$ cat config.mk
export PLATFORM = sky130hd
export DESIGN_NAME = data_mem_arbiter
export DESIGN_NICKNAME = d
export VERILOG_FILES = /design/src/rtl/data_mem_arbiter.sv
export SDC_FILE = /design/constraint.sdc
export NUM_CORES = 1
export LEC_CHECK = 0
export CAP_MARGIN = 25
export CORE_AREA = 8 8 126 128
export DETAILED_ROUTE_END_ITERATION = 10
export DIE_AREA = 0 0 134 136
export HOLD_SLACK_MARGIN = 0.03
export PLACE_DENSITY = 0.92
export SLEW_MARGIN = 20
export SYNTH_ARGS = -nofsm -noshare
export SYNTH_HDL_FRONTEND = slang
export SYNTH_SLANG_ARGS = --single-unit
export TNS_END_PERCENT = 20
$ cat constraint.sdc
create_clock -name clk -period 2.9 [get_ports clk]
set_input_delay 0.87 -clock clk [delete_from_list [all_inputs] [get_ports clk]]
set_output_delay 0.87 -clock clk [all_outputs]
set_load 0.01 [all_outputs]
$ cat src/rtl/data_mem_arbiter.sv
// Two-master arbiter in front of a single-port data memory.
// Every transfer takes three cycles (IDLE -> ACCESS -> RESP). The winner's
// payload is latched at arbitration, so later changes on the requester
// port cannot disturb a transfer that is already in flight.
module data_mem_arbiter #(
  parameter int unsigned ADDR_W    = 32,
  parameter int unsigned DATA_W    = 32,
  parameter int unsigned PRIO_MODE = 0
) (
  input  logic              clk,
  input  logic              rst,

  input  logic              m0Req,
  input  logic              m0We,
  input  logic [ADDR_W-1:0] m0Addr,
  input  logic [DATA_W-1:0] m0WtData,
  output logic              m0Ack,
  output logic [DATA_W-1:0] m0RdData,

  input  logic              m1Req,
  input  logic              m1We,
  input  logic [ADDR_W-1:0] m1Addr,
  input  logic [DATA_W-1:0] m1WtData,
  output logic              m1Ack,
  output logic [DATA_W-1:0] m1RdData,

  output logic              memCe,
  output logic              memWr,
  output logic [ADDR_W-1:0] memAddr,
  output logic [DATA_W-1:0] memWtData,
  input  logic [DATA_W-1:0] memRdData,

  output logic              busy
);

  typedef enum logic [1:0] {
    ST_IDLE   = 2'd0,
    ST_ACCESS = 2'd1,
    ST_RESP   = 2'd2
  } state_e;

  state_e            state_q, state_d;

  // Grant decision for the current IDLE cycle (1 = m1 wins)
  logic              any_req_c;
  logic              grant_m1_c;

  // Owner of the transfer in flight (1 = m1) and last-grant pointer
  logic              owner_q, owner_d;
  logic              last_grant_q, last_grant_d;

  // Memory-side registers
  logic              ce_q, ce_d;
  logic              wr_q, wr_d;
  logic [ADDR_W-1:0] addr_q, addr_d;
  logic [DATA_W-1:0] wdata_q, wdata_d;

  // Requester-side registers
  logic              ack0_q, ack0_d;
  logic              ack1_q, ack1_d;
  logic [DATA_W-1:0] rd0_q, rd0_d;
  logic [DATA_W-1:0] rd1_q, rd1_d;
  logic              busy_q, busy_d;

  // Arbitration: round-robin on ties, or fixed priority with m0 on top
  always_comb begin
    any_req_c  = m0Req | m1Req;
    grant_m1_c = 1'b0;
    if (PRIO_MODE != 0) begin
      grant_m1_c = ~m0Req & m1Req;
    end else if (m0Req && m1Req) begin
      grant_m1_c = ~last_grant_q;
    end else begin
      grant_m1_c = m1Req;
    end
  end

  // State register
  always_ff @(posedge clk or negedge rst) begin
    if (!rst) begin
      state_q <= ST_IDLE;
    end else begin
      state_q <= state_d;
    end
  end

  // Next-state logic
  always_comb begin
    state_d = state_q;
    case (state_q)
      ST_IDLE: begin
        if (any_req_c) begin
          state_d = ST_ACCESS;
        end
      end
      ST_ACCESS: state_d = ST_RESP;
      ST_RESP:   state_d = ST_IDLE;
      default:   state_d = ST_IDLE;
    endcase
  end

  // Output and datapath next values; everything holds unless a state acts on it
  always_comb begin
    owner_d      = owner_q;
    last_grant_d = last_grant_q;
    ce_d         = 1'b0;
    wr_d         = 1'b0;
    addr_d       = addr_q;
    wdata_d      = wdata_q;
    ack0_d       = 1'b0;
    ack1_d       = 1'b0;
    rd0_d        = rd0_q;
    rd1_d        = rd1_q;
    busy_d       = (state_d != ST_IDLE);

    case (state_q)
      ST_IDLE: begin
        if (any_req_c) begin
          owner_d      = grant_m1_c;
          last_grant_d = grant_m1_c;
          ce_d         = 1'b1;
          if (grant_m1_c) begin
            wr_d    = m1We;
            addr_d  = m1Addr;
            wdata_d = m1WtData;
          end else begin
            wr_d    = m0We;
            addr_d  = m0Addr;
            wdata_d = m0WtData;
          end
        end
      end
      ST_ACCESS: begin
        // Read data is taken at the end of ACCESS; writes leave RdData alone
        if (!wr_q) begin
          if (owner_q) begin
            rd1_d = memRdData;
          end else begin
            rd0_d = memRdData;
          end
        end
        if (owner_q) begin
          ack1_d = 1'b1;
        end else begin
          ack0_d = 1'b1;
        end
      end
      default: begin
      end
    endcase
  end

  // Datapath and output registers; reset clears them at once so an
  // aborted ACCESS cannot commit a write
  always_ff @(posedge clk or negedge rst) begin
    if (!rst) begin
      owner_q      <= 1'b0;
      last_grant_q <= 1'b1;
      ce_q         <= 1'b0;
      wr_q         <= 1'b0;
      addr_q       <= '0;
      wdata_q      <= '0;
      ack0_q       <= 1'b0;
      ack1_q       <= 1'b0;
      rd0_q        <= '0;
      rd1_q        <= '0;
      busy_q       <= 1'b0;
    end else begin
      owner_q      <= owner_d;
      last_grant_q <= last_grant_d;
      ce_q         <= ce_d;
      wr_q         <= wr_d;
      addr_q       <= addr_d;
      wdata_q      <= wdata_d;
      ack0_q       <= ack0_d;
      ack1_q       <= ack1_d;
      rd0_q        <= rd0_d;
      rd1_q        <= rd1_d;
      busy_q       <= busy_d;
    end
  end

  assign memCe     = ce_q;
  assign memWr     = wr_q;
  assign memAddr   = addr_q;
  assign memWtData = wdata_q;
  assign m0Ack     = ack0_q;
  assign m1Ack     = ack1_q;
  assign m0RdData  = rd0_q;
  assign m1RdData  = rd1_q;
  assign busy      = busy_q;

endmodule

* Word-level counts from Yosys, hierarchy flattened *
Index checks and enable logic that the tools add are counted.

cells by class
  $lt $le $gt $ge = 0
  mux-type cells = 14
  shift operators = 0
  $mul = 0
  reductions and logical operators = 6
  equal/unequal tests = 1
  $add $sub $neg = 0
  div/mod/pow operators = 0
  bitwise logic cells = 4

operators with widths
  kind                                            number
  2-to-1 mux 32 bit                               2
  2-to-1 mux 1 bit                                10
  AND reduction 3 bit                             2
  case mux 2 bit (2 select lines)                 1
  inverter 1 bit                                  3
  == test 2 x 1 -> 1 bit (second input constant)  1
  zero test 2 bit                                 1
  2-to-1 mux 2 bit                                1
  AND reduction 2 bit                             1
  nonzero test 2 bit                              1
  logical AND 1 bit                               1
  OR 1 bit                                        1

word-level totals
  input port bits = 166
  bits in registers = 137
  memories kept = 0
  memory bits (writable) = 0
  ROM bits = 0
  bits in latches = 0
  output and inout bits = 133
  word-level logic and storage cells = 37

* Depth between registers and ports, before layout *
  depth in word-level cells = 5
  depth in mapped cells = 6
  depth with buffers taken out = 4

* Worst setup path before layout *
OpenSTA, ideal clock, no wires.

  kind = input to register
  from = in m1Req
  to = reg addr_q[24] (netlist: memAddr[24])
  path buffers = 2
  path slack = 1.119 ns
  library setup time = 0.082 ns
  stages = 5
  data arrival time = 1.699 ns
  cells stage by stage = a21bo_2 > buf_2 > buf_1 > nand2_1 > a31oi_1

on the way
  longest elaborated chain between the ends = 3
  elaborated cells between the ends (all ways) = 5
  classes of those cells = mux: 2; bitwise: 1; reduce/logical: 2

RTL lines
  what                  line  text
  start, declared       20    input logic m1Req,
  logical AND 1 bit     71    end else if (m0Req && m1Req) begin
  2-to-1 mux 1 bit      71
  2-to-1 mux 32 bit     122   if (grant_m1_c) begin
  end signal, assigned  173   addr_q <= addr_d;
  end, declared         55    logic [ADDR_W-1:0] addr_q, addr_d;

Several ways; a longest one is shown, not always the timed one.
A chain may end at the register's enable or synchronous reset.

* Worst setup path after layout *
  from = reg wr_q (netlist: memWr)
  to = out memWr

RTL lines
  what                    line  text
  start, declared         54    logic wr_q, wr_d;
  start signal, assigned  172   wr_q <= wr_d;
  end, declared           28    output logic memWr,

No word-level cell between the ends.

==> metrics.md <==
| Metric | Value |
|---|---|
| Status | completed |
| Mux cell area share after synthesis | 14.4% |
| Yosys warning count | 0 |
| Number of diodes | 0 |
| DRC viols | 0 |
| # hold bufs at CTS | 0 |
| Clk sinks | 137 |
| FF+latch count, synth | 137 |
| H-tree depth | 4 |
| Worst Setup End Kind | primary output |
| Maximum root-to-sink buffer count | 2 |
| Asr flop ratio synth | 100% |
| Layout cells sized above 1 | 11.6% |
| Initial antenna violation count | 0 |
| Chip Width | 134 um |
| Critical R2R Launch | state_q[0]$_DFF_PN0_ |
| Post-synthesis xor/xnor area fraction | 0% |
| Total negative slack | 0 ns |
| Synth Area in Compound Gates | 13.2% |
| Post-CTS setup buffer count | 0 |
| ANT nets after route | 0 |
| Unrepaired setup endpoints after global routing | false |
| PD cells | 1110 mW/mm^2 |
| Commonest cells post-synth | 136 x dfrtp_1, 132 x nand2_1, 66 x a21oi_1, 65 x a31oi_1, 30 x mux2_4 |
| Global-route wire length before repair | 30300 um |
| Mapped Area | 0.00579 mm^2 |
| Initial core utilization | 41.3% |
| Simple-Gate Fraction of Synth Area | 9.33% |
| Clock-pin slew on the worst setup and hold paths | 0.06 ns |
| CP bufs+invs | 1 |
| Final Hold Vio Count | 0 |
| Arrival @ worst endpoint | 1.48 ns |
| PortBufs | 298 |
| Via density | 5.15 |
| Worst Max-Slew Pin Slew | 0.603 ns |
| Hpwl dp | 14900 um |
| Lkg Pwr | 3.98 nW |
| Core area | 0.0140 mm^2 |
| Reg2Reg Depth | 6 |
| Sequential element share of the synthesized area | 59.2% |
| Vias | 5170 |
| Combinational fraction of design power | 47.8% |
| Clock Latency Late Sink | 0.41 ns |
| CP top delay family | buffers and inverters |
| Sequential share of power | 32.9% |
| CTS tree | yes |
| Slew HR | 59.8% |
| Die area | 0.0182 mm^2 |
| CP Data Required Time | 2.03 ns |
| Peak Freq | 0.426 GHz |
| Initial DRC Count | 267 |
| Max Fanout on Critical Path | 3 |
| CTS Root Cell | clkbuf_16 |
| Gate count after technology mapping | 519 |
| FF-to-FF End | memAddr[14]$_DFFE_PN0P_ |
| Largest net degree at the start of global routing | 67 |
| Row count | 44 |
| Avg WL per Cell | 19.8 um |
| Initial DRT Pass Iterations | 4 |
| Worst R2R Setup Slack | 1.02 ns |
| Synth Area in Adders | 0% |
| Switching power | 3.65 mW |
| Minimum clock period | 2.35 ns |
| Synth-to-layout area growth | 64.3% |
| Cell with the most instances after synthesis | dfrtp_1 |
| Final setup fails | 0 |
| Largest family of logic cells by synthesized area | multiplexers |
| Nets | 973 |
| Yosys top cell area share | 58.7% |
| Startpoint types | flip-flop |
| Post-CTS sizing | 0 |
| Overall power | 10.6 mW |
| Grt total ovfl | 0 |
| CP peak stage delay | 0.61 ns |
| Peak VDD IR | 0.453 mV |
| Post-synth top area cell | dfrtp_1 |
| CTS Buf Count | 17 |
| Largest cells by area after synthesis | dfrtp_1 59%, nand2_1 8.6%, mux2_4 7.8% |
| Post-synth EDFFs | 0 |
| Distinct cells, synth | 24 |
| Period utilization | 81.0% |
| Final Wtd Congestion | 0.747 |
| Global-route usage over all layers | 21.4% |
| Max Cap Viol | 0 |
| HP Class | in2async |
| Crit-path cells | clkdlybuf4s50_1 |
| Vias in the first global route | 5494 |
| Max Slew Vio Count | 0 |
| Total wire length | 19900 um |
| Die height | 136 um |
| Post-synth net total | 685 |
| IO Pins | 299 |
| Critical Setup Path Class | reg2out |
| Ys flop type | dfrtp_1 |
| Sw frac | 34.5% |
| Clk pwr share | 19.3% |
| Slowest-stage cell, CP | clkdlybuf4s50_1 |
| Max Clock Skew | 0.0107 ns |
| Syn Area/Cell | 11.2 um^2 |
| Internal cell power | 6.92 mW |
-- power groups by stage --
stage | Sequential (mW) | Clock, mW | Combinational [mW]
2_1_floorplan | 3.85 | 0 | 1.89
3_3_place_gp | 3.41 | 0 | 4.94
3_5_place_dp | 3.50 | 0 | 5.07
4_1_cts | 3.48 | 2.08 | 5.11
5_1_grt | 3.58 | 2.16 | 5.38
6_report | 3.48 | 2.04 | 5.05
-- how the worst max path moves through the flow --
| stage | start | endpoint | slack [ns] | cells after the start |
|---|---|---|---|---|
| finish | memWr$_DFF_PN0_ | memWr | 0.55 | 1 |
| detailed placement | m0Req | memWtData[16]$_DFFE_PN0P_ | 0.37 | 6 |
| CTS | memWr$_DFF_PN0_ | memWr | 0.51 | 1 |
| floorplan | m1Req | memAddr[24]$_DFFE_PN0P_ | 1.12 | 5 |
| global placement | m0Req | memWtData[1]$_DFFE_PN0P_ | 0.49 | 6 |
| global route | memWr$_DFF_PN0_ | memWr | 0.49 | 1 |
-- placed cells by master (no fill, tap or decap), drive strengths merged --
cell type and count:
mux2 64, dfrtp 136, and3b 1, a21boi 1, inv 7, clkinv 4
nor3 1, nand2 132, bufinv 1, or2 1, clkdlybuf4s50 297, a21bo 1
dfstp 1, nor2b 1, nand2b 1, clkinvlp 4, a21oi 66, a22o 1
buf 14, nor2 2, clkbuf 19, a31oi 65
-- registers in the layout (all words and copies together), names as in the netlist --
name / cells
busy: 1
last_grant_q: 1
m0Ack: 1
m0RdData: 32
m1Ack: 1
m1RdData: 32
memAddr: 32
memCe: 1
memWr: 1
memWtData: 32
owner_q: 1
state_q: 2
-- logic make-up (layout without fill, tap and decap cells) --
logic type,Yosys count,count (layout)
mux,64,64
flops,137,137
simple gates,139,139
compound gates,134,134
buf+inv,45,346
-- per-stage QoR --
stage                     util, %  area, um^2  std cells  setup WS, ns  hold slack (ns)
after global placement       63.8        8960        972         0.490            0.467
after global routing         67.8        9520       1004         0.489            0.462
after CTS                    67.8        9520       1004         0.511            0.435
after floorplan                 -        5790        519          1.12            0.461
after detailed placement     63.8        8960        972         0.371            0.474
final                        67.8        9520       1004         0.551            0.431
-- per-layer routing --
metal,global-route usage (%),up-vias,wire [um]
met1,24.4,2499,7820
met4,7.42,0,308
met3,7.91,26,1900
met5,0,-,0
met2,36.4,258,9840
li1,-,2387,-
-- cell type report --
cell class | instances | area (um^2)
Inverter | 3 | 11.3
Clock buffer | 19 | 443
Multi-Input combinational cell | 337 | 2170
Timing Repair Buffer | 311 | 3120
Tap cell | 184 | 230
Clock inverter | 13 | 119
Fill cell | 1010 | 4520
Sequential cell | 137 | 3430
No activity file was read; power rests on OpenSTA's default activity.
